`config.mk`:
```
export PLATFORM = sky130hd
export DESIGN_NAME = button_debouncer
export DESIGN_NICKNAME = d
export VERILOG_FILES = /design/src/rtl/button_debouncer.sv
export SDC_FILE = /design/constraint.sdc
export NUM_CORES = 1
export LEC_CHECK = 0
export ABC_AREA = 0
export CAP_MARGIN = 20
export CORE_MARGIN = 2
export CORE_UTILIZATION = 35
export DETAILED_ROUTE_END_ITERATION = 7
export PLACE_DENSITY = 0.53
export SETUP_SLACK_MARGIN = 0.1
export SKIP_CTS_REPAIR_TIMING = 1
export SKIP_LAST_GASP = 1
export SYNTH_ARGS = -nofsm -noshare
export SYNTH_HDL_FRONTEND = slang
export SYNTH_SLANG_ARGS = --single-unit
```
`constraint.sdc`:
```
create_clock -name clk -period 2.5 [get_ports clk]
set_clock_uncertainty 0.05 [all_clocks]
set_input_delay 0.5 -clock clk [delete_from_list [all_inputs] [get_ports clk]]
set_output_delay 0.5 -clock clk [all_outputs]
set_load 0.02 [all_outputs]
```
`src/rtl/button_debouncer.sv`:
```
// button_debouncer: raw push-button pins -> clean, clock-synchronous levels.
// Each bit goes through a 2-flop synchroniser and then its own stability
// counter. A new level is committed only after it has disagreed with the
// current output for STABLE_CYCLES consecutive cycles.
//
// Optional feature macro: DEBOUNCE_EDGE_EN
//   defined   -> adds output pressed[WIDTH-1:0], a registered one-cycle pulse
//                on the cycle after a bit of buttons commits 0->1.
//   undefined -> no pressed port and no edge logic.

// Per-bit stability counter: commits sync_in to level after a full run of
// STABLE_CYCLES disagreeing cycles. Any agreement restarts the run from zero.
module debounce_bit #(
    parameter int unsigned STABLE_CYCLES = 120000,
    parameter int unsigned CNT_W         = 17
) (
    input  logic clk,
    input  logic reset,
    input  logic sync_in,
    output logic level
);
    localparam logic [CNT_W-1:0] LAST = CNT_W'(STABLE_CYCLES - 1);

    logic [CNT_W-1:0] cnt;

    // Count disagreement cycles; commit and clear on the last one.
    // The counter stops at LAST, so it can never wrap.
    always_ff @(posedge clk) begin
        if (reset) begin
            cnt   <= '0;
            level <= 1'b0;
        end else if (sync_in == level) begin
            cnt   <= '0;
        end else if (cnt == LAST) begin
            level <= sync_in;
            cnt   <= '0;
        end else begin
            cnt   <= cnt + CNT_W'(1);
        end
    end
endmodule

module button_debouncer #(
    parameter int unsigned WIDTH         = 3,
    parameter int unsigned STABLE_CYCLES = 120000,
    parameter int unsigned ACTIVE_LOW    = 0
) (
    input  logic             clk,
    input  logic             reset,
    input  logic [WIDTH-1:0] buttons_raw,
    output logic [WIDTH-1:0] buttons
`ifdef DEBOUNCE_EDGE_EN
    ,
    output logic [WIDTH-1:0] pressed
`endif
);
    localparam int unsigned CNT_W = $clog2(STABLE_CYCLES + 1);

    logic [WIDTH-1:0] in_n;
    logic [WIDTH-1:0] s1;
    logic [WIDTH-1:0] s2;

    // Normalise polarity so that everything downstream sees 1 = pressed.
    assign in_n = (ACTIVE_LOW != 0) ? ~buttons_raw : buttons_raw;

    // Two-flop synchroniser; only s2 is consumed by the counters.
    always_ff @(posedge clk) begin
        if (reset) begin
            s1 <= '0;
            s2 <= '0;
        end else begin
            s1 <= in_n;
            s2 <= s1;
        end
    end

    // One independent stability counter per button.
    for (genvar g = 0; g < WIDTH; g++) begin : g_bit
        debounce_bit #(
            .STABLE_CYCLES (STABLE_CYCLES),
            .CNT_W         (CNT_W)
        ) u_bit (
            .clk     (clk),
            .reset   (reset),
            .sync_in (s2[g]),
            .level   (buttons[g])
        );
    end

`ifdef DEBOUNCE_EDGE_EN
    logic [WIDTH-1:0] buttons_d;

    // Rising-edge detect on the committed level; release gives no pulse.
    always_ff @(posedge clk) begin
        if (reset) begin
            buttons_d <= '0;
            pressed   <= '0;
        end else begin
            buttons_d <= buttons;
            pressed   <= buttons & ~buttons_d;
        end
    end
`endif
endmodule

```
==> results.py, run 1 <==
metrics = {
    "clock_network": {
        "clock_insertion_delay_worst_skew_ns": 0.33,
        "clock_path_buffers": 2,
        "cts_htree_levels": 3,
        "cts_buffers": 9,
        "cts_tree": "built",
        "numClockSinks": 60,
        "clkTransAtPathRegs_ns": 0.06,
        "clock_tree.root_cell": "sky130_fd_sc_hd__clkbuf_8",
    },
    "timing": {
        "timing.max_slew.rel_slack_pct": 73.36,
        "timing.fmax_ghz": 0.4933,
        "fin_tns_setup_ns": 0,
        "grt_setup_unrepaired": "false",
        "setup-violations-final": 0,
        "finalHoldViolations": 0,
        "tightestPinTransition_ns": 0.3984,
        "final.period_utilization_pct": 81.09,
        "worst_hold_slack_ns": 0.3845,
        "finalMaxSlewViolations": 0,
        "min_period_ns": 2.027,
    },
    "finish": {
        "nNetsFinal": 313,
        "syn_to_final_growth_pct": 15.30,
        "finish.cell_count_without_fillers": 409,
        "drive_above_1_share_pct": 8.065,
        "final_common_cell": "sky130_fd_sc_hd__dfxtp_1",
        "most-common-layout-cells": "60 x sky130_fd_sc_hd__dfxtp_1, 57 x sky130_fd_sc_hd__nor2_1, 39 x sky130_fd_sc_hd__xnor2_1",
        "final_layout_fill_cell_count": 712,
        "antenna_cells_inserted": 0,
        "final_area_sq_um": 3008,
    },
    "route": {
        "routed_wire_length_per_instance_um": 11.08,
        "drtPass1Iterations": 4,
        "dr.first_iter.drc_count": 75,
        "drcViolationCount": 0,
        "wl_um": 4533,
        "via_count": 1914,
        "final_antenna_net_count": 0,
        "avgViaCountPerCell": 4.680,
    },
    "run_status": {
        "outcome": "finished clean",
    },
    "flow_run": {
        "timing.max_cap.violations": 0,
    },
    "floorplanning": {
        "core_region_area_sq_um": 7253,
        "placementRows": 31,
        "die-height_um": 90.34,
        "start_util_pct": 35.97,
        "chip_width_um": 90.34,
        "io_pins": 8,
        "dieArea_sq_um": 8160,
    },
    "setup_path": {
        "regToRegSetupSlack_ns": 0.47,
        "timing.critical_path.cells": "nand3_1, or3_4, or4_1, a21oi_1",
        "crit_path_end_kind": "flop",
        "slowest_stage": "sky130_fd_sc_hd__or3_4",
        "worst_path_largest_cell_delay_ns": 0.52,
        "cp-start-kind": "flop",
        "r2r_cells": 4,
        "worst_r2r_endpoint": "g_bit[2].u_bit.cnt[16]$_SDFF_PP0_",
        "critPathRequiredTime_ns": 2.71,
        "crit_arrival_ns": 2.24,
        "critPathLaunch": "g_bit[2].u_bit.cnt[3]$_SDFF_PP0_",
        "worstSetupEndpoint": "g_bit[2].u_bit.cnt[16]$_SDFF_PP0_",
        "path_class": "flop to flop",
        "timing.rr.start": "g_bit[2].u_bit.cnt[3]$_SDFF_PP0_",
        "worst-path-max-fanout": 11,
    },
    "global_routing": {
        "grt_pass1_wl_um": 7859,
        "number_of_global_route_vias_before_repair": 1726,
        "grt-ovfl-total": 0,
        "grt_max_degree": 18,
        "antenna_violations_before_repair": 0,
        "gr_util_all_layers_pct": 11.86,
    },
    "placed_design": {
        "dp.cells": 393,
        "hpwlAfterDp_um": 3017,
        "placer_s_final_routability_congestion_estimate": 0.7366,
        "io_buffer_count": 7,
        "place_area_sq_um": 2758,
    },
    "pwr": {
        "ir_drop_uv": 338.3,
        "powerDensity_nw_per_um2": 689.3,
        "total_leakage_power_nw": 0.8610,
    },
    "yosys": {
        "yosys_register_bits": 60,
        "syn-num-nets": 300,
        "synth.yosys.warnings": 0,
        "syn_area_sq_um": 2609,
        "syn-mean-instance-area_sq_um": 8.934,
        "seq_area_frac_synth_pct": 46.04,
        "netlist_instances": 292,
        "synth_cell_types": 36,
    },
    "min_path": {
        "holdCritPathClass": "flop to flop",
    },
}
-- stage by stage --
step | worst slack (ns) | total power [W] | utilization, %
after floorplan | 0.7285 | 0.001003 | -
after global placement | 0.5674 | 0.001014 | 38.02
after detailed placement | 0.4871 | 0.001014 | 38.02
after CTS | 0.4845 | 0.002104 | 41.47
after global routing | 0.3563 | 0.002150 | 41.47
final | 0.4728 | 0.002073 | 41.47
-- registers in the layout, indices dropped and copies added, names as in the netlist --
signal	count
g_bit.u_bit.cnt	51
g_bit.u_bit.level	3
s1	3
s2	3
-- power by group --
group,total [W],switching [W],internal (W)
clock network,0.00108,0.000366,0.000716
logic,0.0000267,0.0000133,0.0000134
registers,0.000965,0.00000312,0.000962
total,0.00207,0.000382,0.00169
-- layer usage --
layer | track usage, % | wire, um | vias up | share of wire (%)
met5 | 0 | 0 | - | 0
met4 | 4.615 | 64 | 0 | 1.4
met3 | 4.925 | 145 | 6 | 3.2
met2 | 17.73 | 1919 | 18 | 42
met1 | 15.24 | 2404 | 872 | 53
li1 | - | - | 1018 | -
-- cell usage after synthesis --
| cell type | instances | share of area (%) |
|---|---|---|
| sky130_fd_sc_hd__nand2_1 | 12 | 1.7 |
| sky130_fd_sc_hd__or3_4 | 1 | 0.43 |
| sky130_fd_sc_hd__nor4b_1 | 1 | 0.34 |
| sky130_fd_sc_hd__and3b_1 | 1 | 0.34 |
| sky130_fd_sc_hd__nor2b_1 | 6 | 1.4 |
| sky130_fd_sc_hd__buf_4 | 4 | 1.2 |
| sky130_fd_sc_hd__xor2_1 | 6 | 2.0 |
| sky130_fd_sc_hd__nand4bb_1 | 1 | 0.43 |
| sky130_fd_sc_hd__o21ai_2 | 2 | 0.67 |
| sky130_fd_sc_hd__clkbuf_1 | 2 | 0.29 |
| sky130_fd_sc_hd__xnor2_1 | 39 | 13 |
| sky130_fd_sc_hd__buf_8 | 1 | 0.58 |
| sky130_fd_sc_hd__inv_1 | 11 | 1.6 |
| sky130_fd_sc_hd__a21oi_1 | 5 | 0.96 |
| sky130_fd_sc_hd__nand4_1 | 12 | 2.9 |
| sky130_fd_sc_hd__buf_6 | 2 | 0.86 |
| sky130_fd_sc_hd__or4_1 | 3 | 0.86 |
| sky130_fd_sc_hd__nand4b_1 | 1 | 0.34 |
| sky130_fd_sc_hd__nor2_1 | 57 | 8.2 |
| sky130_fd_sc_hd__nor3_1 | 14 | 2.7 |
| sky130_fd_sc_hd__or4b_1 | 1 | 0.38 |
| sky130_fd_sc_hd__nand4_2 | 1 | 0.48 |
| sky130_fd_sc_hd__nand3_1 | 16 | 3.1 |
| sky130_fd_sc_hd__mux2i_1 | 1 | 0.38 |
| sky130_fd_sc_hd__nor4_2 | 1 | 0.48 |
| sky130_fd_sc_hd__or3_1 | 3 | 0.72 |
| sky130_fd_sc_hd__o31ai_1 | 2 | 0.58 |
| sky130_fd_sc_hd__or2_1 | 2 | 0.48 |
| sky130_fd_sc_hd__o21ai_0 | 3 | 0.58 |
| sky130_fd_sc_hd__nand2b_1 | 1 | 0.24 |
| sky130_fd_sc_hd__nor3b_1 | 1 | 0.29 |
| sky130_fd_sc_hd__ha_1 | 3 | 1.4 |
| sky130_fd_sc_hd__and3_1 | 2 | 0.48 |
| sky130_fd_sc_hd__nand3_2 | 1 | 0.38 |
| sky130_fd_sc_hd__dfxtp_1 | 60 | 46 |
| sky130_fd_sc_hd__nor4_1 | 13 | 3.1 |
-- area by class of cell --
| class | count | area, sq um | share of cell area, % |
|---|---|---|---|
| multi-input cells | 212 | 1291 | 42.93 |
| clock buffers | 12 | 155.1 | 5.158 |
| clock inverters | 4 | 95.09 | 3.161 |
| repair buffers | 11 | 100.1 | 3.328 |
| flip-flops and latches | 60 | 1201 | 39.93 |
| inverters | 11 | 41.29 | 1.373 |
| well taps | 99 | 123.9 | 4.118 |
-- cell families (layout without fill, tap and decap cells) --
logic type,after synthesis,in the layout,synth area share [%]
buffers and inverters,20,38,4.460
adder cells (fa/ha/maj),3,3,1.439
flip-flops,60,60,46.04
AND/OR/NAND/NOR,151,151,29.78
multiplexers,1,1,0.3837
XOR/XNOR,45,45,15.11
AO/OA/AOI/OAI,12,12,2.781
-- critical path, delay by kind of cell, from the launching register on --
kind / cells / cell delay, ns
and+or+nand+nor: 3 / 1.35
DFF: 1 / 0.40
AOI/OAI and AO/OA: 1 / 0.15
-- worst min-delay path by stage --
stage	startpoint	cells after the start	end	slack, ns
after floorplan	s1[0]$_SDFF_PP0_	1	s2[0]$_SDFF_PP0_	0.36
after global placement	s1[1]$_SDFF_PP0_	1	s2[1]$_SDFF_PP0_	0.37
after detailed placement	s1[0]$_SDFF_PP0_	1	s2[0]$_SDFF_PP0_	0.37
after CTS	s1[0]$_SDFF_PP0_	1	s2[0]$_SDFF_PP0_	0.39
after global routing	s1[0]$_SDFF_PP0_	1	s2[0]$_SDFF_PP0_	0.41
final	s1[0]$_SDFF_PP0_	1	s2[0]$_SDFF_PP0_	0.38
Note: power is estimated with default switching activity, not from simulation.
==> run 2, diff against run 1 <==
--- a/config.mk
+++ b/config.mk
@@ -10,7 +10,7 @@
 export CORE_MARGIN = 2
 export CORE_UTILIZATION = 35
 export DETAILED_ROUTE_END_ITERATION = 7
-export PLACE_DENSITY = 0.53
+export PLACE_DENSITY = 0.55
 export SETUP_SLACK_MARGIN = 0.1
 export SKIP_CTS_REPAIR_TIMING = 1
 export SKIP_LAST_GASP = 1
==> constraint.sdc (replaced) <==
create_clock -name clk -period 1.6 [get_ports clk]
set_clock_uncertainty 0.05 [all_clocks]
set_input_delay 0.32 -clock clk [delete_from_list [all_inputs] [get_ports clk]]
set_output_delay 0.32 -clock clk [all_outputs]
set_load 0.02 [all_outputs]
==> results.py, run 2 (synthesis gave the netlist of run 1 again) <==
metrics = {
    "global_routing": {
        "grt_max_degree": 18,
        "number_of_global_route_vias_before_repair": 2000,
        "grt-ovfl-total": 0,
        "antenna_violations_before_repair": 0,
        "gr_util_all_layers_pct": 13.31,
        "grt_pass1_wl_um": 8763,
    },
    "timing": {
        "grt_setup_unrepaired": "true",
        "setup-violations-final": 18,
        "tightestPinTransition_ns": 0.3193,
        "final.period_utilization_pct": 101.8,
        "finalMaxSlewViolations": 0,
        "timing.fmax_ghz": 0.6137,
        "min_period_ns": 1.630,
        "timing.max_slew.rel_slack_pct": 78.52,
        "finalHoldViolations": 0,
        "final.setup.worst_slack_ns": -0.02957,
        "worst_hold_slack_ns": 0.3924,
    },
    "route": {
        "drcViolationCount": 0,
        "wl_um": 5221,
        "avgViaCountPerCell": 4.704,
        "drtPass1Iterations": 4,
        "routed_wire_length_per_instance_um": 11.35,
        "via_count": 2164,
        "dr.first_iter.drc_count": 43,
        "final_antenna_net_count": 0,
    },
    "setup_path": {
        "worst-path-max-fanout": 2,
        "timing.critical_path.cells": "ha_4, nand2_4, or3_4, or4_4, a21oi_2",
        "crit_path_end_kind": "flop",
        "critPathRequiredTime_ns": 1.83,
        "path_class": "flop to flop",
        "crit_arrival_ns": 1.86,
        "cp-start-kind": "flop",
        "critPathTopFamily": "simple AND/OR/NAND/NOR gates",
        "timing.rr.start": "g_bit[2].u_bit.cnt[0]$_SDFF_PP0_",
        "worstPathBufferInverterCount": 0,
        "regToRegSetupSlack_ns": -0.03,
        "slowest_stage": "sky130_fd_sc_hd__or4_4",
        "worst_r2r_endpoint": "g_bit[2].u_bit.cnt[16]$_SDFF_PP0_",
        "worst_path_largest_cell_delay_ns": 0.52,
        "r2r_cells": 5,
    },
    "finish": {
        "drive_above_1_share_pct": 34.35,
        "final_area_sq_um": 3672,
        "syn_to_final_growth_pct": 40.77,
        "largest_register_ff_count": 51,
        "finish.cell_count_without_fillers": 460,
        "antenna_cells_inserted": 0,
        "final_common_cell": "sky130_fd_sc_hd__buf_4",
        "top_register": "g_bit.u_bit.cnt",
        "most-common-layout-cells": "49 x sky130_fd_sc_hd__buf_4, 45 x sky130_fd_sc_hd__dfxtp_1, 44 x sky130_fd_sc_hd__nor2_1",
        "nNetsFinal": 365,
        "final_layout_fill_cell_count": 685,
        "layout.core_utilization_pct": 50.63,
    },
    "pwr": {
        "powerDensity_nw_per_um2": 791.7,
        "power_w": 0.002907,
        "ir_drop_uv": 467.3,
        "total_leakage_power_nw": 1.234,
    },
    "floorplanning": {
        "dieArea_sq_um": 8160,
        "start_util_pct": 35.97,
        "core_region_area_sq_um": 7253,
        "placementRows": 31,
        "io_pins": 8,
        "chip_width_um": 90.34,
        "die-height_um": 90.34,
    },
    "min_path": {
        "min_to": "s2[0]$_SDFF_PP0_",
        "hold_crit_start": "s1[0]$_SDFF_PP0_",
        "timing.hold.worst_path_depth": 1,
        "holdCritPathClass": "flop to flop",
    },
    "placed_design": {
        "place_area_sq_um": 3243,
        "io_buffer_count": 7,
        "dp.cells": 442,
        "placer_s_final_routability_congestion_estimate": 0.7760,
        "hpwlAfterDp_um": 3594,
    },
    "clock_network": {
        "clock_insertion_delay_worst_skew_ns": 0.34,
        "cts_buffers": 9,
        "numClockSinks": 60,
        "cts_htree_levels": 3,
        "clock_path_buffers": 2,
        "clock_tree.root_cell": "sky130_fd_sc_hd__clkbuf_8",
        "cts_tree": "built",
        "clkTransAtPathRegs_ns": 0.07,
    },
    "run_status": {
        "failed_checks": "setup timing",
        "outcome": "finished, violations left",
    },
    "flow_run": {
        "timing.max_cap.violations": 0,
    },
}
-- run 2: changes by cell type in the layout (fill, tap and decap cells not counted), moves of 6 or more --
cell / before / now
sky130_fd_sc_hd__nor2_1: 57 / 44
sky130_fd_sc_hd__nor2_4: 0 / 7
sky130_fd_sc_hd__dfxtp_1: 60 / 45
sky130_fd_sc_hd__dfxtp_2: 0 / 14
sky130_fd_sc_hd__nor2_2: 0 / 6
sky130_fd_sc_hd__buf_4: 4 / 49
-- run 2: layout make-up --
cell class              instances  area, sq um  share of cell area, %
multi-input cells             212         1529                  41.64
flip-flops and latches         60         1222                  33.29
repair buffers                 63        564.3                  15.37
clock buffers                  11        141.4                  3.850
well taps                      99        123.9                  3.373
clock inverters                 4        50.05                  1.363
inverters                      11        41.29                  1.124
-- run 2: worst register-to-register path: cells and delay by family, from the launching register on --
family | cells | cell delay [ns]
simple gates | 3 | 0.90
fa+ha+maj | 1 | 0.15
flops | 1 | 0.35
compound gates | 1 | 0.14
-- run 2: metrics by stage --
| step | setup TNS (ns) | worst slack, ns |
|---|---|---|
| floorplan | -0.6472 | -0.05913 |
| global placement | -0.8355 | -0.07042 |
| CTS | -2.527 | -0.1414 |
| global route | -2.805 | -0.1094 |
| finish | -0.2952 | -0.02957 |
| detailed placement | -1.391 | -0.07371 |
-- run 2: how the worst max path moves through the flow --
stage | depth (start not counted) | end | slack, ns | startpoint
after floorplan | 5 | g_bit[2].u_bit.cnt[16]$_SDFF_PP0_ | -0.06 | g_bit[2].u_bit.cnt[1]$_SDFF_PP0_
after global placement | 4 | g_bit[0].u_bit.cnt[3]$_SDFF_PP0_ | -0.07 | g_bit[0].u_bit.cnt[9]$_SDFF_PP0_
after detailed placement | 4 | g_bit[0].u_bit.cnt[3]$_SDFF_PP0_ | -0.07 | g_bit[0].u_bit.cnt[9]$_SDFF_PP0_
after CTS | 1 | buttons[0] | -0.14 | g_bit[0].u_bit.level$_SDFFE_PP0P_
after global routing | 6 | g_bit[1].u_bit.cnt[6]$_SDFF_PP0_ | -0.11 | g_bit[1].u_bit.cnt[0]$_SDFF_PP0_
final | 5 | g_bit[2].u_bit.cnt[16]$_SDFF_PP0_ | -0.03 | g_bit[2].u_bit.cnt[0]$_SDFF_PP0_
-- run 2: power breakdown --
part / switching, W / internal, W / leakage (nW)
Clock: 0.000587 / 0.000750 / 0.0914
Combinational: 0.0000295 / 0.0000354 / 0.650
Sequential: 0.00000461 / 0.00150 / 0.493
Total: 0.000621 / 0.00229 / 1.23
-- run 2: routing by layer --
metal  global-route usage [%]  vias up  wire (um)
met3                    4.841        7        199
met4                    6.154        0         95
met1                    16.96     1002       2526
li1                         -     1125          -
met2                    20.11       30       2400
met5                        0        -          0
